File: src/rtl/dmem_arbiter_if.sv
// Bus bundle between the two data-memory requesters, the shared RAM and dmem_arbiter.
// The slave modport is the arbiter's view; the master modport is the view of the requesters and RAM.
interface dmem_arbiter_if #(
    parameter int ADDR_W = 8,
    parameter int DATA_W = 32
);
    logic              p0_req;
    logic              p0_we;
    logic [ADDR_W-1:0] p0_addr;
    logic [DATA_W-1:0] p0_wdata;
    logic              p0_gnt;
    logic              p0_rvalid;
    logic [DATA_W-1:0] p0_rdata;

    logic              p1_req;
    logic              p1_we;
    logic [ADDR_W-1:0] p1_addr;
    logic [DATA_W-1:0] p1_wdata;
    logic              p1_gnt;
    logic              p1_rvalid;
    logic [DATA_W-1:0] p1_rdata;

    logic [ADDR_W-1:0] ram_addr;
    logic [DATA_W-1:0] ram_wdata;
    logic              ram_wren;
    logic [DATA_W-1:0] ram_q;
    logic              stall;

    modport slave (
        input  p0_req, p0_we, p0_addr, p0_wdata,
        input  p1_req, p1_we, p1_addr, p1_wdata,
        input  ram_q,
        output p0_gnt, p0_rvalid, p0_rdata,
        output p1_gnt, p1_rvalid, p1_rdata,
        output ram_addr, ram_wdata, ram_wren, stall
    );

    modport master (
        output p0_req, p0_we, p0_addr, p0_wdata,
        output p1_req, p1_we, p1_addr, p1_wdata,
        output ram_q,
        input  p0_gnt, p0_rvalid, p0_rdata,
        input  p1_gnt, p1_rvalid, p1_rdata,
        input  ram_addr, ram_wdata, ram_wren, stall
    );
endinterface

File: src/rtl/dmem_arbiter.sv
// Two-port arbiter for the single-port data RAM: port 0 (MEM stage) has priority,
// bounded by a starvation counter so port 1 (debug/loader) always makes progress.
module dmem_arbiter #(
    parameter int ADDR_W     = 8,
    parameter int DATA_W     = 32,
    parameter int STARVE_MAX = 4
) (
    input  logic           clk,
    input  logic           rst_n,
    dmem_arbiter_if.slave  bus
);
    localparam logic [3:0] STARVE_LIM = 4'(STARVE_MAX);

    logic              p0_gnt_s;
    logic              p1_gnt_s;
    logic [ADDR_W-1:0] ram_addr_s;
    logic [DATA_W-1:0] ram_wdata_s;
    logic              ram_wren_s;
    logic [3:0]        wait_cnt_r;
    logic [3:0]        wait_cnt_nxt_s;
    logic              rd_pend_r;
    logic              rd_pend_nxt_s;
    logic              rd_owner_r;
    logic              rd_owner_nxt_s;
    logic              p0_rvalid_s;
    logic              p1_rvalid_s;

    // Grant selection: port 0 wins ties until port 1 has waited STARVE_MAX cycles
    always_comb begin
        p0_gnt_s = 1'b0;
        p1_gnt_s = 1'b0;
        case ({bus.p0_req, bus.p1_req})
            2'b10: p0_gnt_s = 1'b1;
            2'b01: p1_gnt_s = 1'b1;
            2'b11: begin
                if (wait_cnt_r == STARVE_LIM) begin
                    p1_gnt_s = 1'b1;
                end else begin
                    p0_gnt_s = 1'b1;
                end
            end
            default: begin
                p0_gnt_s = 1'b0;
                p1_gnt_s = 1'b0;
            end
        endcase
    end

    // RAM port mux driven by the granted requester, zeros when idle
    always_comb begin
        ram_addr_s  = {ADDR_W{1'b0}};
        ram_wdata_s = {DATA_W{1'b0}};
        ram_wren_s  = 1'b0;
        if (p0_gnt_s) begin
            ram_addr_s  = bus.p0_addr;
            ram_wdata_s = bus.p0_wdata;
            ram_wren_s  = bus.p0_we;
        end else if (p1_gnt_s) begin
            ram_addr_s  = bus.p1_addr;
            ram_wdata_s = bus.p1_wdata;
            ram_wren_s  = bus.p1_we;
        end else begin
            ram_addr_s  = {ADDR_W{1'b0}};
            ram_wdata_s = {DATA_W{1'b0}};
            ram_wren_s  = 1'b0;
        end
    end

    // Next-state: saturating starvation count and read-return tracking
    always_comb begin
        wait_cnt_nxt_s = 4'd0;
        if (bus.p1_req && !p1_gnt_s) begin
            if (wait_cnt_r == STARVE_LIM) begin
                wait_cnt_nxt_s = wait_cnt_r;
            end else begin
                wait_cnt_nxt_s = wait_cnt_r + 4'd1;
            end
        end else begin
            wait_cnt_nxt_s = 4'd0;
        end
        rd_pend_nxt_s  = (p0_gnt_s & ~bus.p0_we) | (p1_gnt_s & ~bus.p1_we);
        rd_owner_nxt_s = p1_gnt_s;
    end

    // State registers
    always_ff @(posedge clk or negedge rst_n) begin
        if (!rst_n) begin
            wait_cnt_r <= 4'd0;
            rd_pend_r  <= 1'b0;
            rd_owner_r <= 1'b0;
        end else begin
            wait_cnt_r <= wait_cnt_nxt_s;
            rd_pend_r  <= rd_pend_nxt_s;
            rd_owner_r <= rd_owner_nxt_s;
        end
    end

    // The async reset clears rd_pend, so any in-flight read return is dropped at once
    assign p0_rvalid_s   = rd_pend_r & ~rd_owner_r;
    assign p1_rvalid_s   = rd_pend_r & rd_owner_r;

    assign bus.p0_gnt    = p0_gnt_s;
    assign bus.p1_gnt    = p1_gnt_s;
    assign bus.p0_rvalid = p0_rvalid_s;
    assign bus.p1_rvalid = p1_rvalid_s;
    assign bus.p0_rdata  = p0_rvalid_s ? bus.ram_q : {DATA_W{1'b0}};
    assign bus.p1_rdata  = p1_rvalid_s ? bus.ram_q : {DATA_W{1'b0}};
    assign bus.ram_addr  = ram_addr_s;
    assign bus.ram_wdata = ram_wdata_s;
    assign bus.ram_wren  = ram_wren_s & rst_n;
    assign bus.stall     = bus.p0_req & ~p0_gnt_s;
endmodule

File: src/flat_wrapper.sv
// flat-port wrapper written by rule: the top's interface ports become plain ports
module dmem_arbiter_flat 
#(
    parameter int ADDR_W     = 8,
    parameter int DATA_W     = 32,
    parameter int STARVE_MAX = 4
)
  (clk, rst_n, bus_p0_req, bus_p0_we, bus_p0_addr, bus_p0_wdata, bus_p1_req, bus_p1_we, bus_p1_addr, bus_p1_wdata, bus_ram_q, bus_p0_gnt, bus_p0_rvalid, bus_p0_rdata, bus_p1_gnt, bus_p1_rvalid, bus_p1_rdata, bus_ram_addr, bus_ram_wdata, bus_ram_wren, bus_stall);
  dmem_arbiter_if #(.ADDR_W(ADDR_W), .DATA_W(DATA_W)) bus_i ();
  input  logic clk;
  input  logic rst_n;
  input wire logic [$bits(bus_i.p0_req)-1:0] bus_p0_req;
  input wire logic [$bits(bus_i.p0_we)-1:0] bus_p0_we;
  input wire logic [$bits(bus_i.p0_addr)-1:0] bus_p0_addr;
  input wire logic [$bits(bus_i.p0_wdata)-1:0] bus_p0_wdata;
  input wire logic [$bits(bus_i.p1_req)-1:0] bus_p1_req;
  input wire logic [$bits(bus_i.p1_we)-1:0] bus_p1_we;
  input wire logic [$bits(bus_i.p1_addr)-1:0] bus_p1_addr;
  input wire logic [$bits(bus_i.p1_wdata)-1:0] bus_p1_wdata;
  input wire logic [$bits(bus_i.ram_q)-1:0] bus_ram_q;
  output wire logic [$bits(bus_i.p0_gnt)-1:0] bus_p0_gnt;
  output wire logic [$bits(bus_i.p0_rvalid)-1:0] bus_p0_rvalid;
  output wire logic [$bits(bus_i.p0_rdata)-1:0] bus_p0_rdata;
  output wire logic [$bits(bus_i.p1_gnt)-1:0] bus_p1_gnt;
  output wire logic [$bits(bus_i.p1_rvalid)-1:0] bus_p1_rvalid;
  output wire logic [$bits(bus_i.p1_rdata)-1:0] bus_p1_rdata;
  output wire logic [$bits(bus_i.ram_addr)-1:0] bus_ram_addr;
  output wire logic [$bits(bus_i.ram_wdata)-1:0] bus_ram_wdata;
  output wire logic [$bits(bus_i.ram_wren)-1:0] bus_ram_wren;
  output wire logic [$bits(bus_i.stall)-1:0] bus_stall;
  assign bus_i.p0_req = bus_p0_req;
  assign bus_i.p0_we = bus_p0_we;
  assign bus_i.p0_addr = bus_p0_addr;
  assign bus_i.p0_wdata = bus_p0_wdata;
  assign bus_i.p1_req = bus_p1_req;
  assign bus_i.p1_we = bus_p1_we;
  assign bus_i.p1_addr = bus_p1_addr;
  assign bus_i.p1_wdata = bus_p1_wdata;
  assign bus_i.ram_q = bus_ram_q;
  assign bus_p0_gnt = bus_i.p0_gnt;
  assign bus_p0_rvalid = bus_i.p0_rvalid;
  assign bus_p0_rdata = bus_i.p0_rdata;
  assign bus_p1_gnt = bus_i.p1_gnt;
  assign bus_p1_rvalid = bus_i.p1_rvalid;
  assign bus_p1_rdata = bus_i.p1_rdata;
  assign bus_ram_addr = bus_i.ram_addr;
  assign bus_ram_wdata = bus_i.ram_wdata;
  assign bus_ram_wren = bus_i.ram_wren;
  assign bus_stall = bus_i.stall;
  dmem_arbiter #(.ADDR_W(ADDR_W), .DATA_W(DATA_W), .STARVE_MAX(STARVE_MAX)) u_core (.clk(clk), .rst_n(rst_n), .bus(bus_i));
endmodule
File: config.mk
export PLATFORM = sky130hd
export DESIGN_NAME = dmem_arbiter_flat
export DESIGN_NICKNAME = d
export VERILOG_FILES = /design/src/rtl/dmem_arbiter_if.sv /design/src/rtl/dmem_arbiter.sv /design/src/flat_wrapper.sv
export SDC_FILE = /design/constraint.sdc
export NUM_CORES = 1
export LEC_CHECK = 0
export BUFFER_PORTS_ARGS = -buffer_cell sky130_fd_sc_hd__buf_2
export CAP_MARGIN = 20
export CORE_AREA = 4 4 87 89
export CTS_CLUSTER_SIZE = 28
export DETAILED_ROUTE_END_ITERATION = 12
export DIE_AREA = 0 0 91 93
export GPL_TIMING_DRIVEN = 0
export PLACE_DENSITY = 0.63
export SLEW_MARGIN = 10
export SYNTH_ARGS = -nofsm -noshare
export SYNTH_HDL_FRONTEND = slang
export SYNTH_SLANG_ARGS = --single-unit
File: constraint.sdc
create_clock -name clk -period 2.11 [get_ports clk]
set_input_delay 0.1055 -clock clk [delete_from_list [all_inputs] [get_ports clk]]
set_output_delay 0.1055 -clock clk [all_outputs]
set_load 0.05 [all_outputs]
* After elaboration in Yosys (flattened, before gate mapping)
Cells that the tools add are included.
** Word-level totals
- Register bits after elaboration :: 6
- Input port bits :: 118
- Output and inout bits :: 110
** Cells by class
- Add/subtract/negate cells :: 1
- Equal/unequal tests :: 5
- Multiplexer cells :: 14
- Bitwise logic cells :: 11
- Reduce and logical (&&, ||, !) cells :: 2
** Operators with widths (number)
- 2-to-1 mux 32 bit :: 4
- 2-to-1 mux 8 bit :: 2
- 2-to-1 mux 4 bit :: 2
- bitwise AND 1 bit :: 6
- adder 4 x 1 -> 4 bit (second input constant) :: 1
- == test 2 bit (second input constant) :: 2
- == test 4 x 3 -> 1 bit (second input constant) :: 1
- 2-to-1 mux 1 bit :: 4
- inverter 1 bit :: 4
- one-hot mux 1 bit (2 select lines) :: 2
- == test 2 x 1 -> 1 bit (second input constant) :: 1
- != test 2 bit (second input constant) :: 1
- logical AND 1 bit :: 1
- logical NOT 1 bit :: 1
- bitwise OR 1 bit :: 1

* Logic depth before layout (Yosys ltp)
- Word-level depth :: 6
- Gate-level depth with buffers :: 6

* Least setup slack after synthesis
No wires, ideal clock.
- Kind :: register to output
- Start :: register u_core.wait_cnt_r[0]
- End :: output port bus_ram_wren
- Data arrival time :: 2.088 ns
- Required time :: 2.004 ns
- Path slack :: -0.084 ns
- Stages on the path, launching flop included :: 6
- Buffers on the path :: 0
- Cells stage by stage :: dfrtp_1 inv_1 ha_1 nand3b_1 a21o_4 o21ai_0
** Between the ends
- Cells in the longest elaborated chain, start to end :: 6
** RTL lines
- start, declared :: RTL line dmem_arbiter.sv:19 : logic [3:0] wait_cnt_r;
- start signal, assigned :: RTL line dmem_arbiter.sv:92 : wait_cnt_r <= wait_cnt_nxt_s;
- == test 4 x 3 -> 1 bit (*) :: RTL line dmem_arbiter.sv:36 : if (wait_cnt_r == STARVE_LIM) begin
- 2-to-1 mux 1 bit :: RTL line dmem_arbiter.sv:36
- one-hot mux 1 bit (2 select lines) :: RTL line dmem_arbiter.sv:32 : case ({bus.p0_req, bus.p1_req})
- 2-to-1 mux 1 bit :: RTL line dmem_arbiter.sv:58 : end else if (p1_gnt_s) begin
- 2-to-1 mux 1 bit (*) :: RTL line dmem_arbiter.sv:54 : if (p0_gnt_s) begin
- bitwise AND 1 bit (*) :: RTL line dmem_arbiter.sv:110 : assign bus.ram_wren = ram_wren_s & rst_n;
- end, declared :: RTL line flat_wrapper.sv:29 : output wire logic [$bits(bus_i.ram_wren)-1:0] bus_ram_wren;
Mark *: on every way between the ends. The rest lies on a longest branch, timed or not.

* Worst setup path after layout
- Start :: register u_core.wait_cnt_r[0]
- End :: output port bus_ram_wdata[15]
** Between the ends
- Cells in the longest elaborated chain, start to end :: 5
** RTL lines
- == test 4 x 3 -> 1 bit (*) :: RTL line dmem_arbiter.sv:36
- 2-to-1 mux 1 bit :: RTL line dmem_arbiter.sv:36
- one-hot mux 1 bit (2 select lines) :: RTL line dmem_arbiter.sv:32
- 2-to-1 mux 32 bit :: RTL line dmem_arbiter.sv:58
- 2-to-1 mux 32 bit (*) :: RTL line dmem_arbiter.sv:54
- end, declared :: RTL line flat_wrapper.sv:28 : output wire logic [$bits(bus_i.ram_wdata)-1:0] bus_ram_wdata;
Marked as above.

==> results.ini <==
[pwr]
p_leak_nw=1.95
power_density_nw_per_um2=394
peakVddDrop_uv=144

[sta]
min_period_over_period_pct=92.7
rsz0062_at_grt=false
setup_ws_ns=0.154
finalSetupViolCount=0
fin_skew_ns=0.000268
worst_pin_slew_ns=0.444
slew_violations=0
fin_crit_ns=1.96
relSlewSlack_pct=70.4
tns_ns=0
finalHoldViolCount=0
max_freq_mhz=511

[drt]
drc=0
vias_per_cell=4.47
vias=2465
first_pass_iters=4
ant_nets=0
wl_per_cell_um=12.8
drtIter0Drc=38
routed_wl_um=7070

[critical_path]
crit_arrival_ns=1.85
crit_path_start_kind=flip-flop
crit_required_ns=2.00
endpoint_kind=output port
crit_fanout=10
rrSetupSlack_ns=0.72
path_class=flip-flop to output port

[floorplan]
die-area_um2=8460
rows=30
io_pins=228
core_um2=6760
dieHeight_um=93
start_util_pct=22.8
die_w_um=91

[grt]
grtUsageTotal_pct=15.3
grt_max_degree=11
antenna_found_initial=1
grt_pass1_vias=2408
grt_pass1_wl_um=10900
grt_overflow_total=0

[final_layout]
fin_util_pct=42.0
nNetsFinal=593
layout_common_cells=buf_2 (228), inv_1 (46), nand3_1 (42)
final_common_cell=buf_2
fillers=708
layout-drive-gt1-share_pct=59.7
syn_to_final_growth_pct=84.5

[placement]
dp_hpwl_um=6340
place_congestion=0.807
pre_cts_ws_ns=0.107
io_buffer_count=226

[synth]
ys_ff_latch=6
syn-instance-count=240
postSynthAreaPerCell_um2=6.41
ys_warn_count=0
syn_area_um2=1540
seq_area_frac_synth_pct=9.76
post_synth_num_cell_types=21
syn_nets=360

[cts]
path_clk_slew_ns=0.04
cts_tree=built
clkLatencyLatePin_ns=0.22
clockBufferDepth=2
clock-sinks=6
h-tree-depth=1
cts-root-buf=clkbuf_8
cts_buffers=3

[min_path]
hold_path_class=input pin to flip-flop

[outcome]
outcome=completed

[job]
maxCapViolCount=0

-- metrics by stage --
step	cell area [um^2]	instances	power (mW)	hold slack, ns
2_1_floorplan	1540	240	0.708	-0.190
3_3_place_gp	2770	546	0.949	-0.0510
3_5_place_dp	2770	546	0.956	-0.0461
4_1_cts	2830	550	1.13	0.0831
5_1_grt	2840	552	1.19	0.0820
6_report	2840	552	1.12	0.0871
-- registers in the layout, indices dropped and copies added, names as in the netlist --
name,cells
u_core.rd_owner_r,1
u_core.rd_pend_r,1
u_core.wait_cnt_r,4
-- power breakdown --
part	internal, mW	switching [mW]	total, mW
clock network	0.122	0.0466	0.169
registers	0.120	0.00531	0.125
logic	0.236	0.589	0.825
-- critical path, stage by stage (launching register included) --
cell and delay [ns]:
dfrtp_1 0.40, inv_1 0.07, ha_1 0.16, nand3b_1 0.13, a21o_4 0.29, buf_6 0.16, o21ai_2 0.13, buf_2 0.29
-- metal layers --
layer,share of wire [%],global-route usage [%]
met4,2.2,4.40
met1,35,15.6
met5,0,0
met2,53,30.7
met3,10,3.54
-- path summary, 6_finish.rpt --
kind / cells after the start / from / to
max in group asynchronous: 2 / rst_n / u_core.rd_owner_r$_DFF_PN0_
min in group asynchronous: 2 / rst_n / u_core.wait_cnt_r[2]$_DFFE_PN0P_
worst min-delay path: 2 / bus_p1_we / u_core.rd_pend_r$_DFF_PN0_
worst min register to register: 1 / u_core.wait_cnt_r[0]$_DFFE_PN0P_ / u_core.wait_cnt_r[0]$_DFFE_PN0P_
worst max-delay path: 7 / u_core.wait_cnt_r[0]$_DFFE_PN0P_ / bus_ram_wdata[15]
worst max register to register: 6 / u_core.wait_cnt_r[0]$_DFFE_PN0P_ / u_core.rd_pend_r$_DFF_PN0_
-- repair_timing --
action / in CTS / in global routing
endpoints found under the setup margin: 39 / 23
buffers inserted: 0 / 1
resized for setup: 4 / 2
endpoints found under the hold margin: 6 / 0
pin swaps: 0 / 1
hold buffers: 1 / 0
-- cell families (layout without fill, tap and decap cells) --
group / Yosys count / in the layout / synth area share, %
AND/OR/NAND/NOR: 119 / 119 / 44.3
buffers and inverters: 68 / 299 / 18.7
AO/OA/AOI/OAI: 43 / 43 / 24.4
flip-flops: 6 / 6 / 9.76
adder cells (fa/ha/maj): 2 / 2 / 1.63
XOR/XNOR: 2 / 2 / 1.14
other: 0 / 1 / 0
-- synthesized netlist by cell type --
library cell,instances,area (um^2)
nor2_1,5,18.8
nand2_1,1,3.75
clkbuf_1,16,60.1
nand4_1,1,6.26
xor2_1,1,8.76
inv_1,46,173
o21ai_2,40,350
ha_1,2,25.0
and2_1,33,206
nand4b_1,1,8.76
nor3_1,1,5.00
xnor2_1,1,8.76
and2b_1,1,7.51
nand3_1,42,210
buf_2,2,10.0
dfrtp_1,6,150
o21ai_0,2,10.0
a21o_4,1,15.0
buf_6,4,45.0
and3_1,32,200
nand3b_1,2,15.0
-- cell type report --
cell class              instances  area [um^2]  area share, %
flip-flops and latches          6          150           5.29
diodes                          1         2.50         0.0882
plain buffers                  22          123           4.32
multi-input cells             166         1100           38.8
well taps                      80          100           3.53
clock buffers                   3         41.3           1.46
repair buffers                228         1150           40.5
inverters                      46          173           6.08
(Power assumes the default switching activity.)
